==> src/rtl/cam_pkg.sv <==
// Shared types for the CAM slot allocator.
// Response status codes and allocator FSM states.
package cam_pkg;

  typedef enum logic [1:0] {
    ST_NEW   = 2'b00,
    ST_HIT   = 2'b01,
    ST_FULL  = 2'b10,
    ST_EVICT = 2'b11
  } cam_status_e;

  typedef enum logic [1:0] {
    IDLE   = 2'b00,
    LOOKUP = 2'b01,
    ALLOC  = 2'b10,
    RESP   = 2'b11
  } cam_state_e;

endpackage

==> src/rtl/cam_alloc_pick.sv <==
// First-free slot picker: lowest-index clear bit of used_i.
// Ports: used_i (occupancy), pos_o (onehot), idx_o, any_free_o.
module cam_alloc_pick #(
  parameter int CNT_N = 32,
  localparam int ADDR_W = $clog2(CNT_N)
) (
  input  logic [CNT_N-1:0]  used_i,
  output logic [CNT_N-1:0]  pos_o,
  output logic [ADDR_W-1:0] idx_o,
  output logic              any_free_o
);

  // Scan downwards so the lowest free index is the last to win.
  always_comb begin
    pos_o      = '0;
    idx_o      = '0;
    any_free_o = 1'b0;
    for (int i = CNT_N - 1; i >= 0; i--) begin
      if (!used_i[i]) begin
        pos_o      = '0;
        pos_o[i]   = 1'b1;
        idx_o      = ADDR_W'(i);
        any_free_o = 1'b1;
      end
    end
  end

endmodule

==> src/rtl/cam_alloc.sv <==
// CAM slot allocator: lookup key, hit/allocate/full response.
// Ports: clk, nreset (sync, active-low); req_* insert handshake;
// rsp_* response handshake; free_* release; cam_rd_*/cam_match_i/
// cam_addr_i lookup; cam_alloc_* CAM write; full_o, used_cnt_o.
// Macro CAM_ALLOC_EVICT_EN: round-robin eviction when full.
module cam_alloc
  import cam_pkg::*;
#(
  parameter int CNT_N = 32,
  parameter int KEY_W = 8,
  localparam int ADDR_W = $clog2(CNT_N)
) (
  input  logic              clk,
  input  logic              nreset,
  input  logic              req_valid_i,
  output logic              req_ready_o,
  input  logic [KEY_W-1:0]  req_key_i,
  output logic              rsp_valid_o,
  input  logic              rsp_ready_i,
  output logic [1:0]        rsp_status_o,
  output logic [ADDR_W-1:0] rsp_addr_o,
  input  logic              free_i,
  input  logic [ADDR_W-1:0] free_addr_i,
  output logic              cam_rd_o,
  output logic [KEY_W-1:0]  cam_rd_key_o,
  input  logic              cam_match_i,
  input  logic [ADDR_W-1:0] cam_addr_i,
  output logic              cam_alloc_o,
  output logic [CNT_N-1:0]  cam_alloc_pos_o,
  output logic [KEY_W-1:0]  cam_alloc_key_o,
  output logic              full_o,
  output logic [ADDR_W:0]   used_cnt_o
);

  cam_state_e        state_q, state_d;
  cam_status_e       status_q, status_d;
  logic [ADDR_W-1:0] addr_q, addr_d;
  logic [CNT_N-1:0]  pos_q, pos_d;
  logic [KEY_W-1:0]  key_q, key_d;
  logic [CNT_N-1:0]  used_q, used_d;
`ifdef CAM_ALLOC_EVICT_EN
  logic [ADDR_W-1:0] victim_q, victim_d;
`endif

  logic [CNT_N-1:0]  pick_pos;
  logic [ADDR_W-1:0] pick_idx;
  logic              pick_any;
  logic              hit;

  cam_alloc_pick #(
    .CNT_N (CNT_N)
  ) u_pick (
    .used_i     (used_q),
    .pos_o      (pick_pos),
    .idx_o      (pick_idx),
    .any_free_o (pick_any)
  );

  // A CAM line whose slot is unused, or freed this very cycle,
  // is stale and must not count as a hit.
  assign hit = cam_match_i
             & used_q[cam_addr_i]
             & ~(free_i & (free_addr_i == cam_addr_i));

  always_comb begin
    state_d  = state_q;
    status_d = status_q;
    addr_d   = addr_q;
    pos_d    = pos_q;
    key_d    = key_q;
`ifdef CAM_ALLOC_EVICT_EN
    victim_d = victim_q;
`endif
    unique case (state_q)
      IDLE: begin
        if (req_valid_i) begin
          key_d   = req_key_i;
          state_d = LOOKUP;
        end
      end
      LOOKUP: begin
        if (hit) begin
          status_d = ST_HIT;
          addr_d   = cam_addr_i;
          state_d  = RESP;
        end else if (pick_any) begin
          status_d = ST_NEW;
          addr_d   = pick_idx;
          pos_d    = pick_pos;
          state_d  = ALLOC;
        end else begin
`ifdef CAM_ALLOC_EVICT_EN
          status_d        = ST_EVICT;
          addr_d          = victim_q;
          pos_d           = '0;
          pos_d[victim_q] = 1'b1;
          state_d         = ALLOC;
`else
          status_d = ST_FULL;
          addr_d   = '0;
          state_d  = RESP;
`endif
        end
      end
      ALLOC: begin
        state_d = RESP;
`ifdef CAM_ALLOC_EVICT_EN
        if (status_q == ST_EVICT) begin
          if (victim_q == ADDR_W'(CNT_N - 1))
            victim_d = '0;
          else
            victim_d = victim_q + 1'b1;
        end
`endif
      end
      RESP: begin
        if (rsp_ready_i) state_d = IDLE;
      end
      default: state_d = IDLE;
    endcase
  end

  // Set after clear: a same-cycle free of the target loses.
  always_comb begin
    used_d = used_q;
    if (free_i) used_d[free_addr_i] = 1'b0;
    if (state_q == ALLOC) used_d = used_d | pos_q;
  end

  always_ff @(posedge clk) begin
    if (!nreset) begin
      state_q  <= IDLE;
      status_q <= ST_NEW;
      addr_q   <= '0;
      pos_q    <= '0;
      key_q    <= '0;
      used_q   <= '0;
`ifdef CAM_ALLOC_EVICT_EN
      victim_q <= '0;
`endif
    end else begin
      state_q  <= state_d;
      status_q <= status_d;
      addr_q   <= addr_d;
      pos_q    <= pos_d;
      key_q    <= key_d;
      used_q   <= used_d;
`ifdef CAM_ALLOC_EVICT_EN
      victim_q <= victim_d;
`endif
    end
  end

  always_comb begin
    used_cnt_o = '0;
    for (int i = 0; i < CNT_N; i++)
      used_cnt_o = used_cnt_o + (ADDR_W + 1)'(used_q[i]);
  end

  assign full_o          = &used_q;
  assign req_ready_o     = (state_q == IDLE);
  assign cam_rd_o        = (state_q == LOOKUP);
  assign cam_rd_key_o    = key_q;
  assign cam_alloc_o     = (state_q == ALLOC);
  assign cam_alloc_pos_o = cam_alloc_o ? pos_q : '0;
  assign cam_alloc_key_o = key_q;
  assign rsp_valid_o     = (state_q == RESP);
  assign rsp_status_o    = status_q;
  assign rsp_addr_o      = addr_q;

endmodule

==> config.mk <==
export PLATFORM = sky130hd
export DESIGN_NAME = cam_alloc
export DESIGN_NICKNAME = d
export VERILOG_FILES = /design/src/rtl/cam_pkg.sv /design/src/rtl/cam_alloc_pick.sv /design/src/rtl/cam_alloc.sv
export SDC_FILE = /design/constraint.sdc
export NUM_CORES = 1
export LEC_CHECK = 0
export CAP_MARGIN = 10
export CORE_MARGIN = 1
export CORE_UTILIZATION = 50
export DETAILED_ROUTE_END_ITERATION = 10
export HOLD_SLACK_MARGIN = 0.1
export MAX_ROUTING_LAYER = met4
export PLACE_DENSITY = 0.84
export SLEW_MARGIN = 20
export SYNTH_ARGS = -nofsm -noshare
export SYNTH_HDL_FRONTEND = slang
export SYNTH_SLANG_ARGS = --single-unit
==> constraint.sdc <==
create_clock -name clk -period 10.1 [get_ports clk]
set_input_delay 1.515 -clock clk [delete_from_list [all_inputs] [get_ports clk]]
set_output_delay 1.515 -clock clk [all_outputs]
set_load 0.02 [all_outputs]
Word level (Yosys, flattened, before mapping)
Cells that the tools add are included.

storage, ports and cells
  flip-flop bits (word level) = 81
  input bits = 24
  output and inout bits = 66

cells by class
  add/subtract/negate cells = 31
  order comparisons = 3
  equal/unequal tests = 6
  mux-type cells = 112
  bitwise operators = 8
  reduce and logical (&&, ||, !) cells = 6

operators by type and width
  kind                                                                    count
  32-bit two-way mux                                                      35
  5-bit two-way mux                                                       34
  6-bit by 1-bit adder with 6-bit output                                  26
  1-bit two-way mux                                                       36
  32-bit AND                                                              1
  32-bit inverter                                                         1
  32-bit OR                                                               1
  32-bit AND reduction                                                    1
  5-bit by 6-bit < comparator with 1-bit output (second input constant)   2
  2-bit two-way mux                                                       4
  2-bit case mux with 4 select lines                                      1
  5-bit by 1-bit adder with 6-bit output                                  1
  4-bit by 1-bit adder with 5-bit output                                  1
  1-bit binary-select mux with 5-bit select                               1
  1-bit demux with 5-bit select                                           1
  5-bit equality test                                                     1
  5-bit by 1-bit >= comparator with 1-bit output (second input constant)  1
  3-bit by 1-bit adder with 4-bit output                                  1
  2-bit equality test (second input constant)                             2
  2-bit AND reduction                                                     2
  2-bit by 1-bit adder with 3-bit output                                  1
  1-bit AND                                                               3
  3-bit AND reduction                                                     1
  1-bit by 1-bit adder with 2-bit output                                  1
  other kinds (6)                                                         7

Depth between registers and ports, before layout
  word-level depth = 35
  depth in mapped cells = 18

Modules after synthesis
A second synthesis with hierarchy kept.

unflattened totals
  cell total of the unflattened synthesis = 682
  area total of the unflattened synthesis = 5425.2 µm²

modules (own cells, without submodules)
  module          instances  cells an instance  area an instance (µm²)
  cam_alloc       1          567                4754.6
  cam_alloc_pick  1          115                670.6

Least setup slack after synthesis
OpenSTA, ideal clock, no wires.

  kind = reg-to-output
  start point = register used_q[25]
  end point = output used_cnt_o[4]
  arrival time = 4822 ps
  required time = 8585 ps
  path slack = 3763 ps
  stages on the path, launching flop included = 19
  path buffers = 1
  cells stage by stage = dfxtp_1 clkbuf_1 inv_1 fa_1 fa_1 inv_1 fa_1 inv_1 fa_1 fa_1 fa_1 inv_1 ha_1 inv_1 fa_1 inv_1 a21o_1 a21oi_1 xnor2_1

on the way
  word-level cells in the longest chain between the ends = 7

RTL lines
  item                                                 line              source
  start, declared                                      cam_alloc.sv:40   logic [CNT_N-1:0] used_q, used_d;
  start signal, assigned                               cam_alloc.sv:147  used_q <= used_d;
  6-bit by 1-bit adder with 6-bit output (7 in a row)  cam_alloc.sv:157  used_cnt_o = used_cnt_o + (ADDR_W + 1)'(used_q[i]);
  end, declared                                        cam_alloc.sv:32   output logic [ADDR_W:0] used_cnt_o

Every way passes these cells.

Final worst setup path
Ends and elaborated chain as after synthesis.

==> impl_metrics.yaml <==
run_status:
  status: "finished clean"
clock_network:
  cts_buffers: 9
  clock_path_buffers: 2
  cts.clk_slew.worst_paths_ns: 0.08
  ctsHoldBuffers: 0
  post_cts_buffers: 0
  cts_tree: "done"
  cts-htree-levels: 3
  clockRootBuffer: "clkbuf_8"
  cts-resized-gates: 0
  insertion_delay_ns: 0.37
  clock_sinks: 81
synth:
  synth_cell_types: 55
  syn_area_um2: 5140
  synth_area_leader_cell: "dfxtp_1"
  synth_cells: 625
  syn_area_per_cell_um2: 8.23
  synthesis.nets: 686
  async_flop_share_pct: 0
  synth_area_leaders: "dfxtp_1 32%, fa_1 9.3%, mux2i_1 7.6%"
  ys_ff_latch: 81
  ys_seq_area_share_pct: 31.5
  yosys_warnings: 0
  synth-edff-count: 0
  synth_top_area_share_pct: 31.5
  synthFlopType: "dfxtp_1"
hold_path:
  min_from: "pos_q[2]"
  hold_class: "reg -> reg"
detailed_routing:
  ant_nets: 0
  drtPass1Iterations: 6
  drt_iter0_drc: 484
  vias: 4901
  route.detailed.wl_per_inst_um: 16.9
  wl_mm: 14.0
  route.detailed.drc: 0
  drt-vias-per-instance: 5.93
power:
  ir_worst_vdd_uv: 117
  p_leak_nw: 2.45
  power.density_nw_per_um2: 151
  p_total_mw: 0.940
sta:
  finClkSkew_ns: 0.0116
  fin_setup_tns_ns: 0
  clock.fmax_ghz: 0.138
  drv_slew: 0
  maxSlewHeadroom_pct: 41.8
  worst_slew_pin_slew_ns: 0.870
  fin_crit_ns: 7.23
  rsz0062_at_grt: "no"
  hold_viol_final: 0
  setup-violations-final: 0
  final.setup.worst_slack_ns: 2.87
  finalCritPeriodShare_pct: 71.5
finish:
  finalInstanceArea_um2: 6230
  area_growth_pct: 21.1
  diodes: 0
  drive_gt1_share_pct: 4.90
  final_nets: 751
grt:
  grt-ovfl-total: 0
  grt_max_degree: 45
  grt_pass1_vias: 4556
  antenna_found_initial: 0
  grt_pass1_wl_mm: 22.1
  grt_usage_pct: 28.1
flow_run:
  drv_cap: 0
placement:
  gp_congestion: 1.05
  pre_cts_slack_ns: 3.28
  portBuffers: 89
  placedInstanceArea_um2: 5990
  post-dp-hpwl_mm: 10.2
critical_path:
  crit_fanout: 9
  criticalPathCategory: "reg -> out"
  cp-end-kind: "output port"
  worstReg2RegStart: "used_q[10]"
  required_ns: 8.59
  critical_path.startpoint: "used_q[25]"
  start_kind: "flop"
  r2r_slack_ns: 6.76
  crit_arrival_ns: 5.71
floorplanning:
  die_area_um2: 10700
  pin_count: 90
  num_rows: 36
  core_area_um2: 9860
  die_h_um: 103
  start_util_pct: 52.1
  die_w_um: 103
-- synthesized netlist by cell type (8+ instances only) --
cell type and number:
clkbuf_1 21, nand3b_1 8, a21oi_1 51, fa_1 24, mux2i_1 39, ha_1 13, nand4_1 17, buf_4 10
dfxtp_1 81, nor2_1 18, nand3_1 27, o21ai_0 38, nand2_1 99, inv_1 81
-- report_power, final --
| group | switching (mW) | leakage, nW | internal [mW] | total [mW] |
|---|---|---|---|---|
| clock | 0.123 | 0.109 | 0.163 | 0.286 |
| sequential | 0.0163 | 0.655 | 0.340 | 0.356 |
| combinational | 0.175 | 1.69 | 0.123 | 0.298 |
-- cell families after synthesis --
group | share of synthesized area [%]
flops | 31.5
mux | 10.2
compound gates | 14.7
buf+inv | 10.5
xor+xnor | 1.36
simple gates | 19.2
fa+ha+maj | 12.5
-- state kept, by name (all words and copies together), names as in the netlist --
signal           cells
pos_q               32
used_q              32
cam_alloc_key_o      8
rsp_addr_o           5
rsp_status_o         2
state_q              2
-- stage by stage --
step / std cells / utilization (%) / hold slack, ns
2_1_floorplan: 625 / - / 0.429
3_3_place_gp: 812 / 60.8 / 0.437
3_5_place_dp: 812 / 60.8 / 0.449
4_1_cts: 827 / 63.1 / 0.460
5_1_grt: 827 / 63.1 / 0.485
6_report: 827 / 63.1 / 0.457
-- worst max-delay path, cell delays in order (launching register included) --
cell and delay [ns]:
dfxtp_1 0.46, inv_1 0.13, fa_1 0.51, fa_1 0.52, inv_1 0.05, fa_1 0.47, inv_1 0.06, fa_1 0.46
fa_1 0.51, fa_1 0.42, inv_1 0.07, ha_1 0.16, inv_1 0.06, fa_1 0.45, inv_1 0.07, a21o_1 0.11
a21oi_1 0.08, xnor2_1 0.14, clkdlybuf4s50_1 0.62
-- routing by layer --
layer,wire length (um),track usage (%),part of all wire (%),up-vias
met5,0,-,0,-
met4,513,15.5,3.7,0
met3,1290,4.23,9.2,53
met2,6510,43.3,47,299
met1,5680,35.5,41,2315
li1,-,-,-,2234
-- layout make-up --
class	count	area (um^2)
repair buffers	93	921
inverters	81	304
fillers	815	3640
well taps	133	166
clock inverters	5	105
clock buffers	10	128
multi-input cells	424	2980
flip-flops and latches	81	1620
-- cells in the final DEF, fill, tap and decap left out, drive strengths merged, types with 5 or more instances in the layout --
master,instances
nor4,5
clkbuf,10
fa,24
nand4,17
mux2i,39
mux4,5
or3,6
nor2,18
clkdlybuf4s50,89
dfxtp,81
nand3b,8
inv,81
nand3,27
ha,13
nor2b,6
o21ai,39
a21oi,51
a211oi,5
nand2,99
-- final timing paths --
kind | endpoint | cells past startpoint
min reg2reg | pos_q[2] | 2
max reg2reg | pos_q[13] | 7
min | pos_q[2] | 2
max | used_cnt_o[4] | 18
(Power assumes the default switching activity.)
